[config.mk]
export PLATFORM = sky130hd
export DESIGN_NAME = sha256_msg_padder
export DESIGN_NICKNAME = d
export VERILOG_FILES = /design/src/rtl/sha256_pkg.sv /design/src/rtl/sha256_block_buf.sv /design/src/rtl/sha256_msg_padder.sv
export SDC_FILE = /design/constraint.sdc
export NUM_CORES = 1
export LEC_CHECK = 0
export BUFFER_PORTS_ARGS = -buffer_cell sky130_fd_sc_hd__buf_2
export CAP_MARGIN = 20
export CORE_UTILIZATION = 50
export CTS_CLUSTER_SIZE = 16
export DETAILED_ROUTE_END_ITERATION = 10
export PLACE_DENSITY = 0.77
export SLEW_MARGIN = 0
export SYNTH_ARGS = -nofsm -noshare
export SYNTH_HDL_FRONTEND = slang
export SYNTH_HIERARCHICAL = 1
export SYNTH_SLANG_ARGS = --single-unit
[constraint.sdc]
create_clock -name i_clk -period 4 [get_ports i_clk]
set_input_delay 0.6 -clock i_clk [delete_from_list [all_inputs] [get_ports i_clk]]
set_output_delay 0.6 -clock i_clk [all_outputs]
set_load 0.005 [all_outputs]
[src/rtl/sha256_pkg.sv]
// Shared types and constants for the SHA-256 message padding front end.
package sha256_pkg;

  typedef enum logic [1:0] {
    LOAD = 2'd0,
    PAD  = 2'd1,
    OUT  = 2'd2
  } state_e;

  localparam int         BLOCK_BYTES = 64;
  localparam int         LEN_POS     = 56;
  localparam logic [7:0] PAD_MARKER  = 8'h80;

endpackage

[src/rtl/sha256_block_buf.sv]
// 64-byte block buffer: one byte write port, whole block read out flat with
// byte 0 in the most significant position so word 0 holds bytes 0..3.
module sha256_block_buf
  import sha256_pkg::*;
(
  input  logic         i_clk,
  input  logic         i_reset,
  input  logic [5:0]   i_addr,
  input  logic [7:0]   i_data,
  input  logic         i_we,
  output logic [511:0] o_data
);

  logic [7:0] mem [BLOCK_BYTES];

  always_ff @(posedge i_clk) begin
    if (i_reset) begin
      for (int i = 0; i < BLOCK_BYTES; i++) mem[i] <= 8'h00;
    end else if (i_we) begin
      mem[i_addr] <= i_data;
    end
  end

  always_comb begin
    o_data = '0;
    for (int i = 0; i < BLOCK_BYTES; i++) o_data[511 - 8*i -: 8] = mem[i];
  end

endmodule

[src/rtl/sha256_msg_padder.sv]
// Byte-stream to padded 512-bit block converter (0x80 marker, zero fill,
// 64-bit big-endian bit length), emitting an extra block when needed.
module sha256_msg_padder
  import sha256_pkg::*;
#(
  parameter int LEN_BYTES_W = 61
) (
  input  logic        i_clk,
  input  logic        i_reset,
  input  logic [7:0]  i_byte,
  input  logic        i_valid,
  input  logic        i_last,
  input  logic        i_empty,
  output logic        o_ready,
  output logic [31:0] o_w0,
  output logic [31:0] o_w1,
  output logic [31:0] o_w2,
  output logic [31:0] o_w3,
  output logic [31:0] o_w4,
  output logic [31:0] o_w5,
  output logic [31:0] o_w6,
  output logic [31:0] o_w7,
  output logic [31:0] o_w8,
  output logic [31:0] o_w9,
  output logic [31:0] o_w10,
  output logic [31:0] o_w11,
  output logic [31:0] o_w12,
  output logic [31:0] o_w13,
  output logic [31:0] o_w14,
  output logic [31:0] o_w15,
  output logic        o_block_valid,
  output logic        o_block_last,
  input  logic        i_block_ready,
  output logic [1:0]  o_dbg_state
);

  // Handshakes: a byte moves when i_valid & o_ready, a block moves when
  // o_block_valid & i_block_ready; both ready/valid outputs decode only state_q.

  localparam logic [5:0] LEN_IDX  = 6'(LEN_POS);
  localparam logic [5:0] LAST_IDX = 6'(BLOCK_BYTES - 1);

  state_e                 state_q, state_d;
  logic [5:0]             idx_q, idx_d;
  logic [LEN_BYTES_W-1:0] count_q, count_d;
  logic                   pend_q, pend_d;     // marker still to be written
  logic                   mwr_q, mwr_d;       // marker already written
  logic                   lsel_q, lsel_d;     // length field goes in this block
  logic                   final_q, final_d;
  logic                   last_q, last_d;     // end of message has been seen

  logic                   we;
  logic [7:0]             wdata;
  logic                   sel_eff;
  logic [63:0]            bit_len;
  logic [7:0]             len_byte;
  logic [511:0]           blk;

  assign bit_len  = 64'({count_q, 3'b000});
  assign len_byte = bit_len[{~idx_q[2:0], 3'b000} +: 8];
  // At the length position itself the decision rests on whether the marker
  // went out in an earlier cycle; afterwards the latched decision holds.
  assign sel_eff  = (idx_q == LEN_IDX) ? mwr_q : lsel_q;

  always_ff @(posedge i_clk) begin
    if (i_reset) begin
      state_q <= LOAD;
      idx_q   <= '0;
      count_q <= '0;
      pend_q  <= 1'b0;
      mwr_q   <= 1'b0;
      lsel_q  <= 1'b0;
      final_q <= 1'b0;
      last_q  <= 1'b0;
    end else begin
      state_q <= state_d;
      idx_q   <= idx_d;
      count_q <= count_d;
      pend_q  <= pend_d;
      mwr_q   <= mwr_d;
      lsel_q  <= lsel_d;
      final_q <= final_d;
      last_q  <= last_d;
    end
  end

  always_comb begin
    state_d = state_q;
    idx_d   = idx_q;
    count_d = count_q;
    pend_d  = pend_q;
    mwr_d   = mwr_q;
    lsel_d  = lsel_q;
    final_d = final_q;
    last_d  = last_q;
    we      = 1'b0;
    wdata   = 8'h00;
    case (state_q)
      LOAD: begin
        if (i_valid) begin
          if (i_last && i_empty) begin
            last_d  = 1'b1;
            pend_d  = 1'b1;
            state_d = PAD;
          end else begin
            we      = 1'b1;
            wdata   = i_byte;
            count_d = count_q + LEN_BYTES_W'(1);
            if (i_last) begin
              last_d = 1'b1;
              pend_d = 1'b1;
            end
            if (idx_q == LAST_IDX) begin
              state_d = OUT;
              final_d = 1'b0;
              idx_d   = '0;
            end else begin
              idx_d = idx_q + 6'd1;
              if (i_last) state_d = PAD;
            end
          end
        end
      end
      PAD: begin
        we = 1'b1;
        if (pend_q) begin
          wdata  = PAD_MARKER;
          pend_d = 1'b0;
          mwr_d  = 1'b1;
        end else if (idx_q >= LEN_IDX && sel_eff) begin
          wdata = len_byte;
        end
        if (idx_q == LEN_IDX) lsel_d = mwr_q;
        if (idx_q == LAST_IDX) begin
          state_d = OUT;
          final_d = sel_eff;
          idx_d   = '0;
        end else begin
          idx_d = idx_q + 6'd1;
        end
      end
      OUT: begin
        if (i_block_ready) begin
          idx_d = '0;
          if (final_q) begin
            state_d = LOAD;
            count_d = '0;
            pend_d  = 1'b0;
            mwr_d   = 1'b0;
            lsel_d  = 1'b0;
            final_d = 1'b0;
            last_d  = 1'b0;
          end else if (last_q) begin
            state_d = PAD;
          end else begin
            state_d = LOAD;
          end
        end
      end
      default: state_d = LOAD;
    endcase
  end

  sha256_block_buf u_buf (
    .i_clk   (i_clk),
    .i_reset (i_reset),
    .i_addr  (idx_q),
    .i_data  (wdata),
    .i_we    (we),
    .o_data  (blk)
  );

  assign o_ready       = (state_q == LOAD);
  assign o_block_valid = (state_q == OUT);
  assign o_block_last  = (state_q == OUT) && final_q;
  assign o_dbg_state   = state_q;

  assign o_w0  = blk[511:480];
  assign o_w1  = blk[479:448];
  assign o_w2  = blk[447:416];
  assign o_w3  = blk[415:384];
  assign o_w4  = blk[383:352];
  assign o_w5  = blk[351:320];
  assign o_w6  = blk[319:288];
  assign o_w7  = blk[287:256];
  assign o_w8  = blk[255:224];
  assign o_w9  = blk[223:192];
  assign o_w10 = blk[191:160];
  assign o_w11 = blk[159:128];
  assign o_w12 = blk[127:96];
  assign o_w13 = blk[95:64];
  assign o_w14 = blk[63:32];
  assign o_w15 = blk[31:0];

endmodule

# After elaboration in Yosys (flattened, before gate mapping)
# Memory sizes are Yosys's and may differ from the RTL's.
# Index checks and enable logic that the tools add are counted.
# op_classes
n_addsub	2
order_cmp	1
eq_ne	13
n_shift	1
n_mux	52
n_bitwise	1
reduce_logical	16
# ops
op	n
2-to-1 mux 61 bit	4
case mux 61 bit (2 select lines)	1
indexed part select 64 x 7 -> 8 bit	1
adder 61 x 1 -> 61 bit (second input constant)	1
2-to-1 mux 8 bit	5
2-to-1 mux 6 bit	5
2-to-1 mux 1 bit	22
case mux 6 bit (3 select lines)	1
case mux 8 bit (2 select lines)	1
AND reduction 5 bit	3
== test 6 bit (second input constant)	2
2-to-1 mux 2 bit	6
AND reduction 4 bit	3
inequality test 2 bit (second input constant)	4
case mux 1 bit (2 select lines)	4
OR reduction 8 bit	1
adder 6 x 1 -> 6 bit (second input constant)	1
>= comparator 6 bit (second input constant)	1
inequality test 2 x 1 -> 1 bit (second input constant)	3
case mux 1 bit (3 select lines)	2
case mux 2 bit (3 select lines)	1
AND reduction 6 bit	1
inequality test 4 x 2 -> 1 bit (second input constant)	1
nonzero test 2 bit	2
other kinds (8)	10
# totals
register_bits	74
ramBits	512
word_cells	95
n_memories	1
# mem_list
memory	words	width	rd	rd_clocked_by_memory_dff	wr	line_no	source
u_buf.mem	64	8	64	0	64	sha256_block_buf.sv:14	logic [7:0] mem [BLOCK_BYTES];

# Depth between registers and ports, before layout
# logic_depth
ltp_word	9
mapped_depth	12
mapped_depth_nobuf	9

# Cells and area by module
# Netlist, hierarchy kept.
# by_module_without_submodules
module	n_inst	cells_each	area_each_um2	seq_area_each_um2
sha256_block_buf	1	1414	21022.7	15374.7
sha256_msg_padder	1	534	4354.2	1481.4

# Worst setup path before layout
# OpenSTA, ideal clock, no wires.
# synth_timing
path_type	register to register
start	register idx_q[0]
end	memory u_buf.mem[44][0], data pin
arrival_time_ns	3.606
required_ns	3.843
path_slack_ns	0.237
stages_incl_launch_ff	13
path_buffers	4
period_less_slack_ns	3.763
path_cell_list	dfxtp_1 -> clkbuf_1 -> clkbuf_1 -> inv_1 -> ha_1 -> nor2b_1 -> mux2i_1 -> or3_1 -> clkbuf_1 -> o31ai_1 -> clkbuf_1 -> or4bb_1 -> nor3_1
# synth_rtl
element	line_no	source
from (decl)	sha256_msg_padder.sv:44	logic [5:0] idx_q, idx_d;
from (signal assigned)	sha256_msg_padder.sv:77	idx_q <= idx_d;
to (decl)	sha256_block_buf.sv:14	

==> results.py <==
metrics = {
    "floorplan": {
        "die_area_mm2": 0.0517,
        "die_y_um": 227,
        "core_area_mm2": 0.0501,
        "die_w_um": 227,
        "start_util_pct": 50.7,
        "io_pins": 531,
        "rows": 82,
    },
    "clocking": {
        "cts_tree": "done",
        "cts_root_buf": "clkbuf_16",
        "cts_buffer_depth": 3,
        "cts_htree_levels": 2,
        "post_cts_resized": 0,
        "ctsHoldBuffers": 0,
        "clk_pin_slew_ns": 0.07,
        "clk_latency_ns": 0.62,
        "clock-sinks": 586,
        "cts_inserted_buffers": 56,
        "post_cts_buffers": 0,
    },
    "routing": {
        "num_vias": 19310,
        "drc": 0,
        "first_iter_violations": 2525,
        "antenna_left": 0,
        "wl_um": 78300,
        "viasPerCell": 6.22,
        "wire_per_inst_um": 25.2,
        "drtPass1Iterations": 6,
    },
    "sta": {
        "finalMaxSlewViolations": 0,
        "tns_ns": 0,
        "tightest_slew_ns": 1.07,
        "period_share_pct": 90.8,
        "max_freq_mhz": 275,
        "finalHoldViolCount": 0,
        "finClkSkew_ns": 0.0293,
        "rsz0062_at_grt": "false",
        "setup_violations": 0,
        "post-route-min-period_ns": 3.63,
        "relSlewSlack_pct": 28.3,
    },
    "critical_path": {
        "cp_cell_sequence": "inv_1 -> ha_1 -> nor2b_1 -> mux2i_1 -> or3_1 -> o31ai_4 -> nand4bb_1 -> nor3_1",
        "crit_type": "reg2reg",
        "cp_max_fo": 18,
        "reg2reg_depth": 8,
        "reg2reg_from": "idx_q[1]$_SDFFE_PP0P_",
        "cp_slowest_stage_delay_ns": 0.79,
        "cp_top_family": "simple AND/OR/NAND/NOR gates",
        "cp-start-kind": "register",
        "crit_required_ns": 4.43,
        "regToRegEndpoint": "u_buf/mem[19][1]$_SDFFCE_PN0P_",
        "critPathArrivalTime_ns": 4.06,
        "path_depth": 8,
        "crit_slowest_cell": "o31ai_4",
        "rrSetupSlack_ns": 0.37,
        "cp-end-kind": "register",
        "critPathBufInv": 1,
    },
    "min_path": {
        "worstHoldStart": "i_block_ready",
        "holdPathStages": 4,
        "min-delay-path-class": "in2reg",
        "min_to": "mwr_q$_SDFFE_PP0P_",
    },
    "logic_synthesis": {
        "synth_top_area_cell": "edfxtp_1",
        "syn-num-nets": 1969,
        "synth_edf_count": 512,
        "synth.top_cells.by_count": "512 x edfxtp_1, 429 x nor3_1, 132 x clkbuf_1",
        "synth_flop_cell": "edfxtp_1",
        "synthTopCellsByArea": "edfxtp_1 61%, nor3_1 8.5%, dfxtp_1 5.8%",
        "yosysWarnings": 6,
        "synth.top_cell.area_share_pct": 60.6,
        "syn_area_per_cell_um2": 13.0,
        "ys_types": 69,
        "async_flop_share_pct": 0,
        "syn_inst": 1948,
        "syn-cell-area_mm2": 0.0254,
        "yosysSeqAreaShare_pct": 66.4,
        "synth.ff_latch_count": 586,
        "yosysMostFrequentCell": "edfxtp_1",
    },
    "final_layout": {
        "fillers": 3853,
        "syn2layout_area_growth_pct": 19.1,
        "utilization_pct": 60.4,
        "drive_above_1_share_pct": 34.1,
        "nets": 2406,
    },
    "global_route": {
        "gr-total-overflow": 0,
        "grtUsageTotal_pct": 29.1,
        "grt_max_degree": 153,
        "grt_first_pass_wirelength_um": 111000,
        "grt_pass1_vias": 17532,
        "antenna_found_initial": 2,
    },
    "pwr": {
        "ir_worst_vdd_v": 0.000410,
        "p_leak_nw": 10.7,
        "p_per_area_mw_per_mm2": 485,
    },
    "placed_design": {
        "dp_hpwl_um": 53400,
        "gp_congestion": 0.870,
        "numPortBuffers": 530,
    },
    "flow_run": {
        "max_cap_viol_count": 0,
    },
    "status": {
        "outcome": "finished, final reports clean",
    },
}
==> registers in the layout, summed over array words and instances (netlist names), 2 cells and up <==
register / count
u_buf/mem: 512
count_q: 61
idx_q: 6
o_dbg_state: 2
==> kinds of logic (layout without fill, tap and decap cells) <==
logic type | Yosys count | after routing | share of synthesized area, %
and+or+nand+nor | 872 | 872 | 21.5
buffers and inverters | 246 | 729 | 4.79
xor gates and xnor gates | 19 | 19 | 0.656
muxes | 24 | 24 | 1.61
AOI/OAI and AO/OA | 194 | 194 | 4.70
other | 0 | 2 | 0
adders and majority gates | 7 | 7 | 0.345
DFF | 586 | 586 | 66.4
==> how the worst max path moves through the flow <==
stage                                      startpoint                        endpoint
after floorplan                 idx_q[0]$_SDFFE_PP0P_  u_buf/mem[44][0]$_SDFFCE_PN0P_
after global placement                         i_last   u_buf/mem[9][3]$_SDFFCE_PN0P_
after detailed placement  o_dbg_state[0]$_SDFFE_PP0P_   u_buf/mem[9][1]$_SDFFCE_PN0P_
after CTS                 o_dbg_state[0]$_SDFFE_PP0P_   u_buf/mem[9][2]$_SDFFCE_PN0P_
after global routing      o_dbg_state[0]$_SDFFE_PP0P_   u_buf/mem[9][2]$_SDFFCE_PN0P_
final                           idx_q[1]$_SDFFE_PP0P_  u_buf/mem[19][1]$_SDFFCE_PN0P_
==> stage by stage <==
| stage | hold slack [ns] | instance area [µm²] | std cells | power (W) | setup WS, ns |
|---|---|---|---|---|---|
| 6_report | 0.354 | 30200 | 3105 | 0.0146 | 0.369 |
| 5_1_grt | 0.403 | 30200 | 3105 | 0.0151 | 0.220 |
| 2_1_floorplan | 0.449 | 25400 | 1948 | 0.00869 | 0.237 |
| 4_1_cts | 0.331 | 30200 | 3103 | 0.0146 | 0.404 |
| 3_5_place_dp | 0.496 | 28400 | 2999 | 0.00950 | 0.419 |
| 3_3_place_gp | 0.477 | 28400 | 2999 | 0.00945 | 0.517 |
==> area by class of cell <==
type | count | area, µm² | area share [%]
Sequential cell | 586 | 16900 | 55.8
Multi-Input combinational cell | 1116 | 7390 | 24.5
Clock inverter | 35 | 324 | 1.07
Tap cell | 672 | 841 | 2.78
Inverter | 25 | 93.8 | 0.310
Antenna cell | 2 | 5.00 | 0.0166
Clock buffer | 69 | 1470 | 4.87
Timing Repair Buffer | 600 | 3230 | 10.7
==> tightest hold or removal path, cell delays in order <==
cell and delay, ns:
buf_2 0.12, nand3_1 0.08, a21oi_1 0.06, nor2_1 0.07
==> layer usage <==
layer / global-route usage, % / routed length (µm)
met1: 38.6 / 28800
met2: 46.0 / 37500
met3: 5.96 / 8200
met4: 13.4 / 3800
met5: 0 / 0
==> cells in the final DEF, fill, tap and decap left out, drive strengths merged, types with 9 or more instances in the layout <==
cell	instances
clkbuf	69
and3	9
or4b	11
clkinv	22
o21ai	59
or3	22
nand4	39
nand4bb	23
a21oi	52
inv	28
nor2	41
dfxtp	74
nand2	44
edfxtp	512
nand4b	44
xnor2	12
nor4	18
mux4	13
nor3	515
a21o	34
nand3	31
o31ai	28
buf	600
or4	24
==> where the power goes <==
part	internal (W)	switching [W]
Clock	0.00294	0.00228
Sequential	0.00690	0.000147
Combinational	0.000607	0.00177
(Power assumes the default switching activity.)
